==> config.mk <==
export PLATFORM = sky130hd
export DESIGN_NAME = dmem_arbiter
export DESIGN_NICKNAME = d
export VERILOG_FILES = /design/src/rtl/dmem_arbiter.sv
export SDC_FILE = /design/constraint.sdc
export NUM_CORES = 1
export LEC_CHECK = 0
export ABC_CLOCK_PERIOD_IN_PS = 5700
export CORE_ASPECT_RATIO = 0.9
export CORE_UTILIZATION = 41
export DETAILED_ROUTE_END_ITERATION = 10
export GPL_ROUTABILITY_DRIVEN = 0
export GPL_TIMING_DRIVEN = 1
export PLACE_DENSITY = 0.8
export REMOVE_ABC_BUFFERS = 1
export SYNTH_ARGS = -nofsm -noshare
export SYNTH_HDL_FRONTEND = slang
export SYNTH_SLANG_ARGS = --single-unit
==> constraint.sdc <==
create_clock -name clk -period 5.7 [get_ports clk]
set_input_delay 1.14 -clock clk [delete_from_list [all_inputs] [get_ports clk]]
set_output_delay 1.14 -clock clk [all_outputs]
set_load 0.02 [all_outputs]
==> src/rtl/dmem_arbiter.sv <==
// rtl/dmem_arbiter.sv - round-robin arbiter sharing one data-memory port between fetch (IF) and load/store (LS)
//
// Purpose:
//   Serialises IF and LS memory transactions onto a single variable-latency
//   memory port. Address/we/wdata are latched at grant. The owner receives a
//   one-cycle ack together with registered read data.
//
// Ports:
//   clk, rst                      clock (rising edge), asynchronous active-high reset
//   if_req/if_addr                fetch request (level, held until if_ack) and address
//   if_rdata/if_ack               fetch read data and one-cycle completion pulse
//   ls_req/ls_we/ls_addr/ls_wdata load/store request, store enable, address, store data
//   ls_rdata/ls_ack               load data (0 for stores) and one-cycle completion pulse
//   mem_req/mem_we/mem_addr/mem_wdata  memory request (held until mem_ready) and latched command
//   mem_rdata/mem_ready           memory read data and completion strobe
//   timeout_err                   sticky timeout flag
//
// Configuration:
//   ARB_TIMEOUT_EN  when defined, a BUSY phase lasting TIMEOUT_CYCLES cycles without
//                   mem_ready is abandoned: the owner is acked with rdata = 0 and
//                   timeout_err is set until reset. When undefined, BUSY waits
//                   indefinitely and timeout_err is tied to 0.

module dmem_arbiter #(
    parameter int ADDR_WIDTH     = 32,
    parameter int DATA_WIDTH     = 32,
    parameter int TIMEOUT_CYCLES = 16
) (
    input  logic                  clk,
    input  logic                  rst,
    input  logic                  if_req,
    input  logic [ADDR_WIDTH-1:0] if_addr,
    output logic [DATA_WIDTH-1:0] if_rdata,
    output logic                  if_ack,
    input  logic                  ls_req,
    input  logic                  ls_we,
    input  logic [ADDR_WIDTH-1:0] ls_addr,
    input  logic [DATA_WIDTH-1:0] ls_wdata,
    output logic [DATA_WIDTH-1:0] ls_rdata,
    output logic                  ls_ack,
    output logic                  mem_req,
    output logic                  mem_we,
    output logic [ADDR_WIDTH-1:0] mem_addr,
    output logic [DATA_WIDTH-1:0] mem_wdata,
    input  logic [DATA_WIDTH-1:0] mem_rdata,
    input  logic                  mem_ready,
    output logic                  timeout_err
);

    if (TIMEOUT_CYCLES < 1) begin : g_bad_timeout
        $error("dmem_arbiter: TIMEOUT_CYCLES must be at least 1");
    end

    typedef enum logic [1:0] {
        S_IDLE = 2'd0,
        S_BUSY = 2'd1,
        S_RESP = 2'd2
    } state_t;

    localparam logic OWN_IF = 1'b0;
    localparam logic OWN_LS = 1'b1;

    state_t state;
    state_t state_nxt;

    logic                  owner;       // port that holds the current transaction
    logic                  last_grant;  // port granted most recently (round-robin pointer)
    logic [ADDR_WIDTH-1:0] addr_q;
    logic                  we_q;
    logic [DATA_WIDTH-1:0] wdata_q;
    logic [DATA_WIDTH-1:0] if_rdata_q;
    logic [DATA_WIDTH-1:0] ls_rdata_q;

    logic                  grant_any;
    logic                  grant_ls;
    logic                  to_hit;      // BUSY abandoned this cycle because of timeout
    logic                  completing;  // BUSY ends this cycle (normal or timeout)
    logic [DATA_WIDTH-1:0] resp_data;

    // ------------------------------------------------------------------
    // Grant decision: a lone requester wins; on contention the port that
    // did not win last time gets the grant.
    // ------------------------------------------------------------------
    always_comb begin
        grant_any = if_req | ls_req;
        if (if_req && ls_req) begin
            grant_ls = (last_grant == OWN_IF);
        end else begin
            grant_ls = ls_req;
        end
    end

    // ------------------------------------------------------------------
    // Optional timeout. The counter is cleared while IDLE, so it is always
    // zero on entry to BUSY. to_hit fires in the TIMEOUT_CYCLES-th BUSY
    // cycle without mem_ready; mem_ready in that same cycle wins.
    // ------------------------------------------------------------------
`ifdef ARB_TIMEOUT_EN
    localparam int CNT_W = $clog2(TIMEOUT_CYCLES + 1);
    localparam logic [CNT_W-1:0] CNT_LAST = CNT_W'(TIMEOUT_CYCLES - 1);

    logic [CNT_W-1:0] to_cnt;
    logic             timeout_err_q;

    assign to_hit = (state == S_BUSY) && !mem_ready && (to_cnt == CNT_LAST);

    always_ff @(posedge clk or posedge rst) begin
        if (rst) begin
            to_cnt <= '0;
        end else if (state == S_IDLE) begin
            to_cnt <= '0;
        end else if ((state == S_BUSY) && !mem_ready) begin
            to_cnt <= to_cnt + 1'b1;
        end
    end

    always_ff @(posedge clk or posedge rst) begin
        if (rst) begin
            timeout_err_q <= 1'b0;
        end else if (to_hit) begin
            timeout_err_q <= 1'b1;
        end
    end

    assign timeout_err = timeout_err_q;
`else
    assign to_hit      = 1'b0;
    assign timeout_err = 1'b0;
`endif

    assign completing = (state == S_BUSY) && (mem_ready || to_hit);

    // Stores and timeouts return zero; loads return the memory data.
    assign resp_data = (mem_ready && !we_q) ? mem_rdata : '0;

    // ------------------------------------------------------------------
    // FSM: state register
    // ------------------------------------------------------------------
    always_ff @(posedge clk or posedge rst) begin
        if (rst) begin
            state <= S_IDLE;
        end else begin
            state <= state_nxt;
        end
    end

    // ------------------------------------------------------------------
    // FSM: next-state logic
    // ------------------------------------------------------------------
    always_comb begin
        state_nxt = state;
        case (state)
            S_IDLE:  if (grant_any)  state_nxt = S_BUSY;
            S_BUSY:  if (completing) state_nxt = S_RESP;
            S_RESP:  state_nxt = S_IDLE;
            default: state_nxt = S_IDLE;
        endcase
    end

    // ------------------------------------------------------------------
    // FSM: outputs decoded from the registered state, so an asynchronous
    // reset clears mem_req and both acks immediately.
    // ------------------------------------------------------------------
    always_comb begin
        mem_req = 1'b0;
        if_ack  = 1'b0;
        ls_ack  = 1'b0;
        case (state)
            S_BUSY: mem_req = 1'b1;
            S_RESP: begin
                if_ack = (owner == OWN_IF);
                ls_ack = (owner == OWN_LS);
            end
            default: ;
        endcase
    end

    // ------------------------------------------------------------------
    // Datapath: command latch at grant, response capture at completion.
    // ------------------------------------------------------------------
    always_ff @(posedge clk or posedge rst) begin
        if (rst) begin
            owner      <= OWN_IF;
            last_grant <= OWN_LS;
            addr_q     <= '0;
            we_q       <= 1'b0;
            wdata_q    <= '0;
            if_rdata_q <= '0;
            ls_rdata_q <= '0;
        end else begin
            if ((state == S_IDLE) && grant_any) begin
                owner      <= grant_ls;
                last_grant <= grant_ls;
                addr_q     <= grant_ls ? ls_addr : if_addr;
                we_q       <= grant_ls & ls_we;
                wdata_q    <= grant_ls ? ls_wdata : '0;
            end
            if (completing) begin
                if (owner == OWN_LS) begin
                    ls_rdata_q <= resp_data;
                end else begin
                    if_rdata_q <= resp_data;
                end
            end
        end
    end

    assign mem_addr  = addr_q;
    assign mem_we    = we_q;
    assign mem_wdata = wdata_q;
    assign if_rdata  = if_rdata_q;
    assign ls_rdata  = ls_rdata_q;

endmodule

==> impl_metrics.py <==
metrics = {
    "status": {
        "status": "completed",
    },
    "setup_path": {
        "crit_arrival_ns": 3.45,
        "critical_path_class": "in -> reg",
        "endpoint_kind": "flip-flop",
        "crit_required_ns": 5.99,
        "crit_fanout": 42,
        "critPathLaunchType": "primary input",
    },
    "finish": {
        "final_layout_size_suffix_gt1_frac": 0.1479,
        "final_area_sq_mm": 0.008801,
        "fillers": 961,
        "diodes": 0,
        "fin_nets": 833,
        "area_growth_pct": 61.85,
    },
    "clock_tree": {
        "h-tree-depth": 4,
        "cts_root_buf": "clkbuf_16",
        "insertion_delay_ns": 0.42,
        "cts_sinks": 133,
        "cts_hold_buf": 0,
        "clock_path_buffers": 2,
        "post_cts.repair.setup_buffers": 0,
        "cts_tree": "yes",
        "clk_pin_slew_ns": 0.06,
        "postCtsResizedCells": 0,
        "cts_made_buffers": 17,
    },
    "global_routing": {
        "met1_usage": 0.2570,
        "use_met2": 0.3777,
        "grtUsageTotal": 0.2233,
        "grt_pass1_vias": 4512,
        "grt_max_degree": 65,
        "antenna_found_initial": 0,
        "top_usage_layer": "met2",
        "grt_pass1_wl_um": 23140,
        "grt-ovfl-total": 0,
        "grtUsageMet3": 0.06842,
    },
    "floorplan": {
        "die_h_um": 111.3,
        "start_util": 0.4237,
        "core_sq_mm": 0.01283,
        "die_w_um": 123.4,
        "io_pins": 267,
        "dieArea_sq_mm": 0.01373,
        "rows": 39,
    },
    "pwr": {
        "ir_drop_mv": 0.3070,
        "p_leak_uw": 0.003853,
        "finalPower_uw": 5287,
        "powerDensity_mw_per_mm2": 600.8,
    },
    "synth": {
        "synth_enable_flop_cells": 0,
        "yosys_warnings": 0,
        "synth_cell_types": 25,
        "syn_area_per_cell_sq_um": 12.36,
        "synth_seq_area_share": 0.6123,
        "synth_area_sq_mm": 0.005438,
        "synth_cells": 440,
        "synth_area_leader_cell": "dfrtp_1",
        "synth_top_area_frac": 0.6075,
        "synth-seq-cells": 133,
        "async_flop_share": 1.000,
        "synth_ff_type": "dfrtp_1",
        "synth_area_leaders": "dfrtp_1 61%, mux2_4 8.3%, mux2_2 7.0%",
    },
    "sta": {
        "hold_viol": 0,
        "fin_crit_ns": 3.161,
        "tns_ns": 0,
        "drv_slew": 0,
        "clock.fmax_mhz": 316.4,
        "setup_viol": 0,
        "worstMarginPinSlew_ns": 1.265,
        "finalCritPeriodShare": 0.5545,
        "max_slew_margin": 0.1564,
        "worst_slack_ns": 2.539,
        "clock-skew-final_ns": 0.008978,
        "rsz0062_at_grt": "no",
    },
    "detailed_routing": {
        "drt_iter0_drc": 220,
        "ant_nets": 0,
        "wl_per_cell_um": 16.86,
        "post_drt_via_cell_ratio": 4.958,
        "finalWirelength_um": 14740,
        "route.detailed.drc": 0,
        "firstDrtPassIters": 4,
        "vias": 4333,
    },
    "placed_design": {
        "post-place-ws_ns": 2.130,
        "dp_hpwl_um": 10420,
        "port_buffers": 265,
        "place_area_sq_mm": 0.008188,
    },
    "job": {
        "drv_cap": 0,
    },
    "worst_hold_path": {
        "min_path_type": "reg -> reg",
    },
}
==> final cells by class <==
cell class                      count  area [sq um]  area share
Sequential cell                   133          3329      0.3783
Inverter                            2         10.01    0.001137
Clock buffer                       21         460.4     0.05232
Multi-Input combinational cell    273          1938      0.2202
Clock inverter                      9         152.6     0.01734
Timing Repair Buffer              272          2705      0.3074
Tap cell                          164         205.2     0.02332
==> logic make-up after synthesis <==
family	synth area share
mux	0.1532
other cells	0.0006896
compound gates	0.1208
simple gates	0.07893
flops	0.6123
buf+inv	0.03405
==> cells in the mapped netlist, types with 2 or more instances <==
library cell / count
dfrtp_1: 132
nand2_1: 97
o21ai_0: 65
mux2_2: 34
a22o_1: 33
mux2_4: 30
buf_2: 13
clkbuf_1: 13
buf_6: 5
a21o_1: 2
inv_1: 2
==> metrics by stage <==
step	hold WS, ns	utilization	instances
finish	0.4760	0.6858	874
global route	0.5053	0.6858	874
CTS	0.4820	0.6858	874
detailed placement	0.4703	0.6380	844
global placement	0.4608	0.6380	844
floorplan	0.5016	-	408
==> critical path, stage by stage <==
cell,delay (ns)
clkdlybuf4s50_1,0.52
o21ai_4,0.89
buf_4,0.49
mux2_2,0.39
==> cell usage in the layout, fill, tap and decap left out <==
master,n
clkbuf_16,17
buf_4,7
bufinv_16,4
nor2b_2,1
and2_1,1
nand4b_1,1
dfrtp_1,132
clkinv_2,3
clkinv_4,2
mux2_2,34
inv_1,1
dfstp_2,1
a21o_1,2
conb_1,1
clkdlybuf4s50_1,265
inv_4,1
nand2b_1,1
o21ai_4,1
nor3b_1,1
o21ai_0,65
a21boi_4,1
and3b_1,1
clkbuf_8,2
nand2_1,97
nand4bb_2,1
a22o_1,33
and3_1,1
clkbuf_1,2
mux2_4,30
nor2_1,1
==> final timing paths <==
| path | startpoint | slack, ns | cells past startpoint | endpoint |
|---|---|---|---|---|
| min in group asynchronous | rst | 1.17 | 2 | mem_addr[31] |
| worst max register to register | state[1] | 3.52 | 3 | mem_wdata[13] |
| worst min-delay path | ls_rdata[18] | 0.48 | 2 | ls_rdata[18] |
| worst min register to register | ls_rdata[18] | 0.48 | 2 | ls_rdata[18] |
| max in group asynchronous | rst | 3.53 | 3 | mem_wdata[17] |
| worst max-delay path | if_req | 2.54 | 4 | mem_addr[15] |
==> state kept, by name, summed over array words and instances (netlist names) <==
signal	flops
if_rdata	32
last_grant	1
ls_rdata	32
mem_addr	32
mem_wdata	32
mem_we	1
owner	1
state	2
==> routing by layer <==
layer / share of wire / up-vias
met5: 0 / -
met4: 0.024 / 0
met3: 0.061 / 28
met2: 0.51 / 158
met1: 0.41 / 2109
li1: - / 2038
==> power breakdown <==
group / leakage [uW] / switching [uW] / internal, uW
registers: 0.00170 / 271 / 1420
clock network: 0.000303 / 385 / 749
logic: 0.00185 / 1240 / 1230
Power figures use the tool's default switching activity.
